File: src/rtl/rx_frame_pkg.sv
// Shared types and limits for the UART receive frame checker.
// The optional error counters are enabled with the RX_ERR_CNT_EN macro.
package rx_frame_pkg;

  typedef enum logic [2:0] {
    ST_IDLE,
    ST_START,
    ST_DATA,
    ST_PARITY,
    ST_STOP
  } rx_state_e;

  localparam logic PAR_EVEN = 1'b0;
  localparam logic PAR_ODD  = 1'b1;

  localparam int DATA_WIDTH_MIN    = 5;
  localparam int DATA_WIDTH_MAX    = 9;
  localparam int STOP_BITS_MIN     = 1;
  localparam int STOP_BITS_MAX     = 2;
  localparam int ERR_CNT_WIDTH_MIN = 1;

  // Value the parity bit must carry given the XOR of the data bits.
  function automatic logic parity_expected(input logic data_xor, input logic par_typ);
    return data_xor ^ par_typ;
  endfunction

endpackage

File: src/rtl/rx_err_counter.sv
// Saturating event counter with synchronous clear; clear beats increment.
// Used by rx_frame_check only when RX_ERR_CNT_EN is defined.
module rx_err_counter #(
  parameter int WIDTH = 8
) (
  input  logic             CLK,
  input  logic             RST,
  input  logic             clr,
  input  logic             inc,
  output logic [WIDTH-1:0] cnt
);

  logic [WIDTH-1:0] cnt_reg;
  logic [WIDTH-1:0] cnt_next;

  always_comb begin
    cnt_next = cnt_reg;
    if (clr) begin
      cnt_next = '0;
    end else if (inc && (cnt_reg != {WIDTH{1'b1}})) begin
      cnt_next = cnt_reg + 1'b1;
    end
  end

  always_ff @(posedge CLK or negedge RST) begin
    if (!RST) begin
      cnt_reg <= '0;
    end else begin
      cnt_reg <= cnt_next;
    end
  end

  assign cnt = cnt_reg;

endmodule

File: src/rtl/rx_frame_check.sv
// UART receive frame checker: start/data/parity/stop validation from sampler strobes.
// Define RX_ERR_CNT_EN to add saturating glitch/parity/stop error counters.
module rx_frame_check
  import rx_frame_pkg::*;
#(
  parameter int DATA_WIDTH    = 8,
  parameter int STOP_BITS     = 1,
  parameter int ERR_CNT_WIDTH = 8
) (
  input  logic                  CLK,
  input  logic                  RST,
  input  logic                  frame_start,
  input  logic                  bit_valid,
  input  logic                  sampled_bit,
  input  logic                  par_en,
  input  logic                  par_typ,
  output logic                  busy,
  output logic [DATA_WIDTH-1:0] p_data,
  output logic                  data_valid,
  output logic                  strt_glitch,
  output logic                  par_err,
  output logic                  stp_err
`ifdef RX_ERR_CNT_EN
  ,
  input  logic                     cnt_clr,
  output logic [ERR_CNT_WIDTH-1:0] glitch_cnt,
  output logic [ERR_CNT_WIDTH-1:0] par_err_cnt,
  output logic [ERR_CNT_WIDTH-1:0] stp_err_cnt
`endif
);

  localparam int                CNT_W     = $clog2(DATA_WIDTH);
  localparam logic [CNT_W-1:0]  LAST_BIT  = CNT_W'(DATA_WIDTH - 1);
  localparam logic              LAST_STOP = 1'(STOP_BITS - 1);

  if ((DATA_WIDTH < DATA_WIDTH_MIN) || (DATA_WIDTH > DATA_WIDTH_MAX)) begin : g_bad_data_width
    $error("rx_frame_check: DATA_WIDTH out of range");
  end
  if ((STOP_BITS < STOP_BITS_MIN) || (STOP_BITS > STOP_BITS_MAX)) begin : g_bad_stop_bits
    $error("rx_frame_check: STOP_BITS out of range");
  end
  if (ERR_CNT_WIDTH < ERR_CNT_WIDTH_MIN) begin : g_bad_cnt_width
    $error("rx_frame_check: ERR_CNT_WIDTH out of range");
  end

  rx_state_e             state_reg, state_next;
  logic [CNT_W-1:0]      bit_cnt_reg;
  logic [DATA_WIDTH-1:0] shift_reg;
  logic                  parity_acc_reg;
  logic                  par_en_reg;
  logic                  par_typ_reg;
  logic                  par_flag_reg;
  logic                  stp_flag_reg;
  logic                  stp_cnt_reg;
  logic [DATA_WIDTH-1:0] p_data_reg, p_data_next;
  logic                  data_valid_reg, data_valid_next;
  logic                  strt_glitch_reg, strt_glitch_next;
  logic                  par_err_reg, par_err_next;
  logic                  stp_err_reg, stp_err_next;
  logic                  frame_accept;
  logic                  frame_done;
  logic                  stp_flag_final;

  assign frame_accept   = (state_reg == ST_IDLE) && frame_start;
  assign frame_done     = (state_reg == ST_STOP) && bit_valid && (stp_cnt_reg == LAST_STOP);
  assign stp_flag_final = stp_flag_reg | ~sampled_bit;

  always_ff @(posedge CLK or negedge RST) begin
    if (!RST) begin
      state_reg <= ST_IDLE;
    end else begin
      state_reg <= state_next;
    end
  end

  always_comb begin
    state_next = state_reg;
    case (state_reg)
      ST_IDLE:   if (frame_start) state_next = ST_START;
      ST_START:  if (bit_valid) state_next = sampled_bit ? ST_IDLE : ST_DATA;
      ST_DATA:   if (bit_valid && (bit_cnt_reg == LAST_BIT))
                   state_next = par_en_reg ? ST_PARITY : ST_STOP;
      ST_PARITY: if (bit_valid) state_next = ST_STOP;
      ST_STOP:   if (frame_done) state_next = ST_IDLE;
      default:   state_next = ST_IDLE;
    endcase
  end

  // Strobes are decided combinationally from the deciding bit_valid and registered below.
  always_comb begin
    busy             = (state_reg != ST_IDLE);
    p_data_next      = p_data_reg;
    data_valid_next  = 1'b0;
    strt_glitch_next = 1'b0;
    par_err_next     = 1'b0;
    stp_err_next     = 1'b0;
    if ((state_reg == ST_START) && bit_valid && sampled_bit) begin
      strt_glitch_next = 1'b1;
    end
    if (frame_done) begin
      if (!par_flag_reg && !stp_flag_final) begin
        data_valid_next = 1'b1;
        p_data_next     = shift_reg;
      end else begin
        par_err_next = par_flag_reg;
        stp_err_next = stp_flag_final;
      end
    end
  end

  always_ff @(posedge CLK or negedge RST) begin
    if (!RST) begin
      bit_cnt_reg    <= '0;
      shift_reg      <= '0;
      parity_acc_reg <= 1'b0;
      par_en_reg     <= 1'b0;
      par_typ_reg    <= 1'b0;
      par_flag_reg   <= 1'b0;
      stp_flag_reg   <= 1'b0;
      stp_cnt_reg    <= 1'b0;
    end else if (frame_accept) begin
      par_en_reg     <= par_en;
      par_typ_reg    <= par_typ;
      bit_cnt_reg    <= '0;
      parity_acc_reg <= 1'b0;
      par_flag_reg   <= 1'b0;
      stp_flag_reg   <= 1'b0;
      stp_cnt_reg    <= 1'b0;
    end else if (bit_valid) begin
      case (state_reg)
        ST_DATA: begin
          shift_reg      <= {sampled_bit, shift_reg[DATA_WIDTH-1:1]};
          parity_acc_reg <= parity_acc_reg ^ sampled_bit;
          if (bit_cnt_reg != LAST_BIT) bit_cnt_reg <= bit_cnt_reg + 1'b1;
        end
        ST_PARITY: par_flag_reg <= (sampled_bit != parity_expected(parity_acc_reg, par_typ_reg));
        ST_STOP: begin
          stp_flag_reg <= stp_flag_final;
          stp_cnt_reg  <= stp_cnt_reg + 1'b1;
        end
        default: ;
      endcase
    end
  end

  always_ff @(posedge CLK or negedge RST) begin
    if (!RST) begin
      p_data_reg      <= '0;
      data_valid_reg  <= 1'b0;
      strt_glitch_reg <= 1'b0;
      par_err_reg     <= 1'b0;
      stp_err_reg     <= 1'b0;
    end else begin
      p_data_reg      <= p_data_next;
      data_valid_reg  <= data_valid_next;
      strt_glitch_reg <= strt_glitch_next;
      par_err_reg     <= par_err_next;
      stp_err_reg     <= stp_err_next;
    end
  end

  assign p_data      = p_data_reg;
  assign data_valid  = data_valid_reg;
  assign strt_glitch = strt_glitch_reg;
  assign par_err     = par_err_reg;
  assign stp_err     = stp_err_reg;

`ifdef RX_ERR_CNT_EN
  logic [2:0]               err_strobe;
  logic [ERR_CNT_WIDTH-1:0] err_cnt [3];

  assign err_strobe = {stp_err_reg, par_err_reg, strt_glitch_reg};

  for (genvar gi = 0; gi < 3; gi++) begin : g_err_cnt
    rx_err_counter #(.WIDTH(ERR_CNT_WIDTH)) u_cnt (
      .CLK (CLK),
      .RST (RST),
      .clr (cnt_clr),
      .inc (err_strobe[gi]),
      .cnt (err_cnt[gi])
    );
  end

  assign glitch_cnt  = err_cnt[0];
  assign par_err_cnt = err_cnt[1];
  assign stp_err_cnt = err_cnt[2];
`endif

endmodule

File: config.mk
export PLATFORM = sky130hd
export DESIGN_NAME = rx_frame_check
export DESIGN_NICKNAME = d
export VERILOG_FILES = /design/src/rtl/rx_frame_pkg.sv /design/src/rtl/rx_err_counter.sv /design/src/rtl/rx_frame_check.sv
export SDC_FILE = /design/constraint.sdc
export NUM_CORES = 1
export LEC_CHECK = 0
export ABC_AREA = 1
export CAP_MARGIN = 25
export CORE_MARGIN = 10
export CORE_UTILIZATION = 53
export CTS_CLUSTER_SIZE = 8
export DETAILED_ROUTE_END_ITERATION = 8
export PLACE_DENSITY = 0.87
export SYNTH_ARGS = -nofsm -noshare
export SYNTH_HDL_FRONTEND = slang
export SYNTH_SLANG_ARGS = --single-unit
File: constraint.sdc
create_clock -name CLK -period 1.7 [get_ports CLK]
set_clock_uncertainty 0.1 [all_clocks]
set_input_delay 0.51 -clock CLK [delete_from_list [all_inputs] [get_ports CLK]]
set_output_delay 0.51 -clock CLK [all_outputs]
set_load 0.02 [all_outputs]
==> metrics.csv <==
metric,value,unit
DRT Wirelength,3040,um
drt wl/cell,13.3,um
Mapped Cells,160,
Finished Core Util,72.4,%
Chip Height,71.9,um
Setup TNS,-0.0132,ns
clk root buf,clkbuf_4,
Ports,20,
Required @ worst endpoint,1.09,ns
hold buffer count at cts,0,
I/O Buffers,19,
final setup violation count,1,
Worst slew margin,77.9,%
postcts setup bufs,0,
"IR drop worst, VDD",1110,uV
Simple-Gate Fraction of Synth Area,23.3,%
Crit Path Category,reg2out,
nets,207,
synth-to-layout area growth,28.2,%
Starting Density,56.5,%
Crit. End Element,primary output,
post-synthesis xor/xnor area fraction,0.615,%
Skew-Pair Late Insertion Delay,0.33,ns
Tightest Pin Transition,0.328,ns
top cell type's share of synthesized area,56.2,%
core footprint,2520,um^2
Worst Hold Class,reg2reg,
first-pass GRT wire length,5260,um
largest net degree at the start of global routing,33,
Compound-Gate Fraction of Synth Area,11.0,%
crit-path cells,nor2_2 -> nand2_2 -> buf_6,
Post-Syn Area per Cell,8.91,um^2
setup ws final,-0.0132,ns
outcome,finished with violations,
post-synthesis mux area share,0,%
"antenna viol nets, final",0,
Setup crit start kind,register,
drt first pass iters,4,
Yosys reg bits,32,
antenna violations before repair,0,
GRT overflow,0,
Tcrit/Tclk final,101,%
CP Max Fanout,2,
Antenna Cells,0,
RSZ-0062 raised after global routing,true,
Post-Synth Adder-Cell Area,1.76,%
Die Wd,71.9,um
layout cells sized above 1,21.6,%
via count,1184,
largest family of logic cells by synthesized area,simple AND/OR/NAND/NOR gates,
Leakage,0.975,nW
vias in the first global route,1199,
post-synthesis sequential area ratio,56.2,%
max cap viols,0,
Mapped Area,1430,um^2
residual DRC count,0,
most frequent cells in the layout,"nand2_1 (42), dfrtp_1 (32), inv_1 (19)",
Syn. warnings,0,
largest area contributor in the netlist,dfrtp_1,
# fillers,199,
final-report hold violation count,0,
die area,5160,um^2
number of distinct library cells after synthesis,20,
Num CTS Buffers,5,
CTS tree,built,
All-Layer GR Usage,12.6,%
worst slack at placement,-0.241,ns
Max Slew Vio Count,0,
Critical Path Slowest Stage Cell,dfrtp_1,
syn_nets,169,
violated checks,setup timing,
Clock Path Buffers,2,
hpwl dp,2290,um
Synth area leaders,"dfrtp_1 (56%), nand2_1 (11%), inv_1 (5.0%)",
highest clock rate,0.584,GHz
clock sinks,32,
Vias per Instance,5.17,
"commonest non-fill, non-tap cell in the layout",nand2_1,
final RePlAce weighted congestion,0.844,
# rows,18,
slowest cell delay on critical path,0.40,ns
H-tree depth,2,
P per Cell Area,1530,nW/um^2
Clock transition at path regs,0.09,ns
Worst EP arrival,1.10,ns
Tmin final,1.71,ns
Initial DRC Count,76,
metrics by stage:
stage	power, mW	hold slack [ns]	std cells	instance area [um^2]
5_1_grt	3.00	0.414	229	1830
2_1_floorplan	1.77	0.114	160	1430
4_1_cts	2.77	0.391	229	1810
3_5_place_dp	2.27	0.371	221	1750
3_3_place_gp	2.18	0.352	221	1750
6_report	2.80	0.385	229	1830
critical path, delay by kind of cell, from the launching register on:
| kind | cells | cell delay [ns] |
|---|---|---|
| buf+inv | 1 | 0.13 |
| simple gates | 2 | 0.24 |
| flops | 1 | 0.40 |
final cells by class:
type | instances | area, um^2 | share of cell area (%)
inverter | 23 | 86.3 | 4.73
sequential | 32 | 801 | 43.8
clock inverter | 2 | 35.0 | 1.92
timing repair buffer | 33 | 297 | 16.2
multi-input combinational | 103 | 529 | 29.0
clock buffer | 6 | 41.3 | 2.26
tap | 30 | 37.5 | 2.05
cell usage after synthesis, drive strengths merged:
library cell  instances
nand2                44
dfrtp                32
inv                  23
o21ai                23
nor2                 22
nand3                 5
a21oi                 3
nand4                 3
buf                   2
ha                    2
xor2                  1
logic make-up (layout without fill, tap and decap cells):
kind of cell	Yosys count	after routing
AOI/OAI and AO/OA	26	26
DFF	32	32
xor gates and xnor gates	1	1
and+or+nand+nor	74	74
adders and majority gates	2	2
buffers and inverters	25	64
layer usage:
| layer | track usage, % | wire length, um | up-vias |
|---|---|---|---|
| li1 | - | - | 581 |
| met1 | 12.8 | 1240 | 549 |
| met2 | 21.7 | 1520 | 39 |
| met3 | 4.68 | 159 | 15 |
| met4 | 6.88 | 116 | 0 |
| met5 | 0 | 0 | - |
path summary, 6_finish.rpt:
check	cells after the start	to	slack [ns]	from
worst max-delay path	3	busy	-0.01	state_reg[1]
worst max register to register	7	p_data[6]	0.18	state_reg[1]
worst min register to register	2	p_data[4]	0.38	p_data[4]
worst min-delay path	2	p_data[4]	0.38	p_data[4]
max in group asynchronous	2	par_flag_reg	0.90	RST
min in group asynchronous	2	stp_cnt_reg	0.43	RST
power breakdown:
| group | internal (mW) | total (mW) | leakage (nW) | switching, mW |
|---|---|---|---|---|
| clock network | 0.308 | 0.556 | 0.0422 | 0.248 |
| logic | 0.448 | 1.12 | 0.501 | 0.677 |
| registers | 0.988 | 1.12 | 0.432 | 0.133 |
what timing repair did:
item                       4_1_cts  5_1_grt
pin swaps                        1        2
setup endpoints to repair       13        3
resized for setup               16        6
gates cloned                     0        0
Power figures use the tool's default switching activity.
